$ cat src/rtl/pulse_train_gen_pkg.sv
// Shared defaults and per-channel FSM state encoding for the pulse train generator.
package pulse_train_gen_pkg;

  localparam int unsigned CH_NUM_DEF = 4;
  localparam int unsigned CNT_W_DEF  = 16;
  localparam int unsigned PER_W_DEF  = 8;

  // Shortest legal period: one HIGH cycle plus at least one LOW cycle.
  localparam int unsigned PER_MIN    = 2;

  typedef enum logic [1:0] {
    IDLE = 2'd0,
    HIGH = 2'd1,
    LOW  = 2'd2
  } emit_state_e;

endpackage

$ cat src/rtl/pulse_train_gen_emitter.sv
// Single-channel pulse emitter: N one-cycle pulses spaced P clocks apart.
module pulse_emitter
  import pulse_train_gen_pkg::*;
#(
  parameter int unsigned CNT_W = CNT_W_DEF,
  parameter int unsigned PER_W = PER_W_DEF
) (
  input  logic             i_clk,
  input  logic             i_rst,
  input  logic             i_en,
  input  logic             i_start,
  input  logic             i_stop,
  input  logic [CNT_W-1:0] i_pulse_num,
  input  logic [PER_W-1:0] i_period,
  output logic             o_pulse,
  output logic             o_busy,
  output logic             o_done
);

  emit_state_e      state_q, state_d;
  logic [CNT_W-1:0] rem_q, rem_d;   // pulses still to emit, including the current HIGH
  logic [PER_W-1:0] per_q, per_d;   // latched effective period
  logic [PER_W-1:0] gap_q, gap_d;   // LOW cycles left before the next HIGH
  logic             done_q, done_d;
  logic [PER_W-1:0] per_eff;

  // Clamp the requested period so every pulse is followed by at least one LOW cycle.
  always_comb begin
    per_eff = i_period;
    if (i_period < PER_W'(PER_MIN)) per_eff = PER_W'(PER_MIN);
  end

  // Next-state: stop wins over everything; otherwise progress only while enabled.
  always_comb begin
    state_d = state_q;
    rem_d   = rem_q;
    per_d   = per_q;
    gap_d   = gap_q;
    done_d  = 1'b0;
    if (i_stop) begin
      state_d = IDLE;
    end else if (i_en) begin
      unique case (state_q)
        IDLE: begin
          if (i_start && (i_pulse_num != '0)) begin
            state_d = HIGH;
            rem_d   = i_pulse_num;
            per_d   = per_eff;
          end
        end
        HIGH: begin
          if (rem_q == CNT_W'(1)) begin
            state_d = IDLE;
            done_d  = 1'b1;
          end else begin
            rem_d   = rem_q - 1'b1;
            gap_d   = per_q - 1'b1;
            state_d = LOW;
          end
        end
        LOW: begin
          if (gap_q == PER_W'(1)) state_d = HIGH;
          else                    gap_d   = gap_q - 1'b1;
        end
        default: state_d = IDLE;
      endcase
    end
  end

  // State and counter registers with synchronous reset.
  always_ff @(posedge i_clk) begin
    if (i_rst) begin
      state_q <= IDLE;
      rem_q   <= '0;
      per_q   <= '0;
      gap_q   <= '0;
      done_q  <= 1'b0;
    end else begin
      state_q <= state_d;
      rem_q   <= rem_d;
      per_q   <= per_d;
      gap_q   <= gap_d;
      done_q  <= done_d;
    end
  end

  // A HIGH held across a disabled stretch stays pending and is shown once enable returns.
  assign o_pulse = (state_q == HIGH) && i_en;
  assign o_busy  = (state_q != IDLE);
  assign o_done  = done_q;

endmodule

$ cat src/rtl/pulse_train_gen.sv
// Multi-channel pulse train generator: slices packed request buses into per-channel emitters.
module pulse_train_gen
  import pulse_train_gen_pkg::*;
#(
  parameter int unsigned CH_NUM = CH_NUM_DEF,
  parameter int unsigned CNT_W  = CNT_W_DEF,
  parameter int unsigned PER_W  = PER_W_DEF
) (
  input  logic                    i_clk,
  input  logic                    i_rst,
  input  logic                    i_en,
  input  logic [CH_NUM-1:0]       i_start,
  input  logic [CH_NUM-1:0]       i_stop,
  input  logic [CH_NUM*CNT_W-1:0] i_pulse_num,
  input  logic [CH_NUM*PER_W-1:0] i_period,
  output logic [CH_NUM-1:0]       o_pulse,
  output logic [CH_NUM-1:0]       o_busy,
  output logic [CH_NUM-1:0]       o_done
);

  for (genvar g = 0; g < CH_NUM; g++) begin : g_ch
    pulse_emitter #(
      .CNT_W(CNT_W),
      .PER_W(PER_W)
    ) u_emit (
      .i_clk      (i_clk),
      .i_rst      (i_rst),
      .i_en       (i_en),
      .i_start    (i_start[g]),
      .i_stop     (i_stop[g]),
      .i_pulse_num(i_pulse_num[g*CNT_W +: CNT_W]),
      .i_period   (i_period[g*PER_W +: PER_W]),
      .o_pulse    (o_pulse[g]),
      .o_busy     (o_busy[g]),
      .o_done     (o_done[g])
    );
  end

endmodule

$ cat config.mk
export PLATFORM = sky130hd
export DESIGN_NAME = pulse_train_gen
export DESIGN_NICKNAME = d
export VERILOG_FILES = /design/src/rtl/pulse_train_gen_pkg.sv /design/src/rtl/pulse_train_gen_emitter.sv /design/src/rtl/pulse_train_gen.sv
export SDC_FILE = /design/constraint.sdc
export NUM_CORES = 1
export LEC_CHECK = 0
export ABC_AREA = 1
export CORE_UTILIZATION = 60
export CTS_CLUSTER_SIZE = 14
export DETAILED_ROUTE_END_ITERATION = 10
export GPL_TIMING_DRIVEN = 0
export HOLD_SLACK_MARGIN = 0.05
export MAX_ROUTING_LAYER = met4
export PLACE_DENSITY = 0.89
export SLEW_MARGIN = 30
export SYNTH_ARGS = -nofsm -noshare
export SYNTH_HDL_FRONTEND = slang
export SYNTH_SLANG_ARGS = --single-unit
$ cat constraint.sdc
create_clock -name i_clk -period 3.15 [get_ports i_clk]
set_input_delay 0.4725 -clock i_clk [delete_from_list [all_inputs] [get_ports i_clk]]
set_output_delay 0.4725 -clock i_clk [all_outputs]
set_load 0.01 [all_outputs]
==> results.json, run 1 <==
{
  "netlist_instances": 1733,
  "num_rows": 46,
  "ys_top_cells_by_count": "533 x nand2_1, 371 x nor2_1, 177 x inv_1",
  "crit_path_start_kind": "flop",
  "cts_max_level": 4,
  "die_w_microns": 130.6,
  "port_buffers": 116,
  "fillers": 1414,
  "drt_wl_total_microns": 27570,
  "cp-end-kind": "primary output",
  "clkSlewWorstSetupHoldPaths_ps": 60,
  "grt_max_degree": 17,
  "worstSetupPathType": "flop to primary output",
  "cts_setup_buffers": 0,
  "core_area_sq_mm": 0.01600,
  "power_leakage_nw": 5.822,
  "synth_area_leaders": "dfxtp_1 28%, nand2_1 20%, nor2_1 14%, inv_1 6.7%, nand3_1 6.2%",
  "whs_ps": 416.2,
  "start_util": 0.6203,
  "netlist_area_sq_mm": 0.009926,
  "antenna_found_initial": 0,
  "cts_buffer_depth": 2,
  "dpl.hpwl_microns": 20470,
  "synth_top_area_share": 0.2824,
  "slew_viol_final": 0,
  "ys_seq_elements": 140,
  "gr-total-overflow": 0,
  "required_ps": 2680,
  "vias_per_cell": 5.343,
  "async_flop_share": 0,
  "yosysTopAreaCell": "dfxtp_1",
  "tns_ps": 0,
  "hold_viol_final": 0,
  "layout_setup_ws_ps": 266.0,
  "drv_cap": 0,
  "yosysWarningCount": 0,
  "grt_usage": 0.3433,
  "synth_edf_count": 0,
  "grt_pass1_vias": 10440,
  "synth_most_common_cell": "nand2_1",
  "ys_seq_area_frac": 0.2824,
  "vias": 11210,
  "peakVddDrop_v": 0.0004112,
  "grt_pass1_wl_microns": 45510,
  "rsz0062_at_grt": "no",
  "die_y_microns": 130.6,
  "synth_nets": 1860,
  "cts_buffers": 17,
  "routedWlPerCell_microns": 13.15,
  "ios": 119,
  "dp_slack_ps": 615.6,
  "die-area_sq_mm": 0.01706,
  "clock-sinks": 140,
  "cts_tree": "yes",
  "nets": 1995,
  "cts_resized": 0,
  "gp_congestion": 0.9549,
  "fmax_mhz": 346.7,
  "arrival_ps": 2410,
  "synthFlopType": "dfxtp_1",
  "areaGrowthSynthToFinish_pct": 20.67,
  "remaining_drc_errors": 0,
  "drtIter0Drc": 912,
  "cts-root-buf": "clkbuf_16",
  "finClkSkew_ps": 7.650,
  "drive_above_1_share": 0.05795,
  "fin_crit_sh": 0.9155,
  "cellPowerDensity_mw_per_mm2": 455.8,
  "max_slew.worst_pin.slew_ps": 720.2,
  "postRouteAntennaNets": 0,
  "status": "complete, no violations",
  "insertedDiodeCount": 0,
  "path_max_fanout": 10,
  "setup-violations-final": 0,
  "maxSlewHeadroom": 0.5199,
  "period_needed_ps": 2884,
  "hold_class": "input port to flop",
  "yosys.cell_types.count": 43,
  "cts_hold_buf": 0,
  "power_w": 0.005460,
  "clk-insertion-delay-late_ps": 430,
  "synth_area_per_cell_sq_um": 5.728,
  "drtPass1Iterations": 6
}
-- registers in the layout, indices dropped and copies added, names as in the netlist --
name and cells:
g_ch.u_emit.per_q 32, g_ch.u_emit.state_q 8, g_ch.u_emit.gap_q 32, g_ch.u_emit.rem_q 64, g_ch.u_emit.o_done 4
-- cells by family (layout without fill, tap and decap cells) --
logic type / after synthesis / in the layout / share of synthesized area
adder cells (fa/ha/maj): 20 / 20 / 0.02521
flip-flops: 140 / 140 / 0.2824
XOR/XNOR: 14 / 14 / 0.01235
AND/OR/NAND/NOR: 1124 / 1124 / 0.4725
multiplexers: 4 / 4 / 0.004034
AO/OA/AOI/OAI: 189 / 189 / 0.1003
buffers and inverters: 242 / 390 / 0.1032
-- report_power, final --
part	switching, W	total (W)	internal [W]
logic	0.000845	0.00138	0.000530
clock network	0.000809	0.00213	0.00132
registers	0.0000887	0.00195	0.00186
-- per-layer routing --
metal  GRT usage  vias up  part of all wire
li1            -     5732                 -
met1      0.3684     4984              0.40
met2      0.6200      414              0.51
met3     0.05293       75             0.063
met4      0.1575        0             0.029
met5           -        -                 0
-- final cells by class --
type / count / area [sq um] / area share
sequential: 140 / 2803 / 0.2340
buffer: 56 / 321.6 / 0.02685
timing repair buffer: 116 / 1161 / 0.09694
clock buffer: 21 / 480.5 / 0.04011
tap: 216 / 270.3 / 0.02256
multi-input combinational: 1351 / 6098 / 0.5091
inverter: 186 / 703.2 / 0.05871
clock inverter: 11 / 140.1 / 0.01170
-- worst max-delay path, stage by stage, from the launching register on --
cell and delay, ps:
dfxtp_1 330, inv_1 100, nor2_4 210, inv_1 140, buf_2 200, buf_2 210
nor2_1 150, buf_4 130, clkdlybuf4s50_1 520
-- path summary, 6_finish.rpt --
check                                                from                      end  slack [ps]  depth (start not counted)
worst min-delay path                                 i_en    g_ch[3].u_emit.o_done         420                          3
worst max-delay path            g_ch[1].u_emit.state_q[0]               o_pulse[1]         270                          8
worst max register to register  g_ch[3].u_emit.state_q[0]  g_ch[3].u_emit.gap_q[2]        1390                          9
worst min register to register    g_ch[1].u_emit.per_q[7]  g_ch[1].u_emit.per_q[7]         470                          2
-- placed cells by master, fill, tap and decap left out, types with 3 or more instances in the layout --
cell and instances:
buf_1 8, clkbuf_1 14, nand2_1 533, xor2_1 9, inv_2 7, nor4_1 6, nor2_4 4, nor2_1 371
nand2_2 5, a21oi_1 72, buf_4 17, nand4_1 34, clkbuf_16 17, ha_1 20, mux2i_1 4, clkdlybuf4s50_1 116
buf_2 14, nand3_1 123, xnor2_1 5, o31ai_1 3, clkbuf_8 4, nand3_2 5, inv_1 177, bufinv_16 3
nor3b_1 4, nor2_2 8, nor3_1 17, o22ai_1 3, clkinvlp_4 4, clkinv_2 4, o21ai_0 102, dfxtp_1 140
or2_2 4
-- per-stage QoR --
stage                     utilization  cells  instance area [sq um]
final                          0.7486   2097                  11980
after CTS                      0.7486   2097                  11980
after global placement         0.7098   2065                  11360
after detailed placement       0.7098   2065                  11360
after global routing           0.7486   2097                  11980
after floorplan                     -   1733                   9926
Power figures use the tool's default switching activity.
==> run 2: changes to the inputs <==
--- a/config.mk
+++ b/config.mk
@@ -9,6 +9,7 @@
 export CORE_UTILIZATION = 60
 export CTS_CLUSTER_SIZE = 14
 export DETAILED_ROUTE_END_ITERATION = 10
+export GPL_ROUTABILITY_DRIVEN = 1
 export GPL_TIMING_DRIVEN = 0
 export HOLD_SLACK_MARGIN = 0.05
 export MAX_ROUTING_LAYER = met4
==> results of run 2 <==
Same layout as run 1: the final DEF is identical, and so are final timing and power.
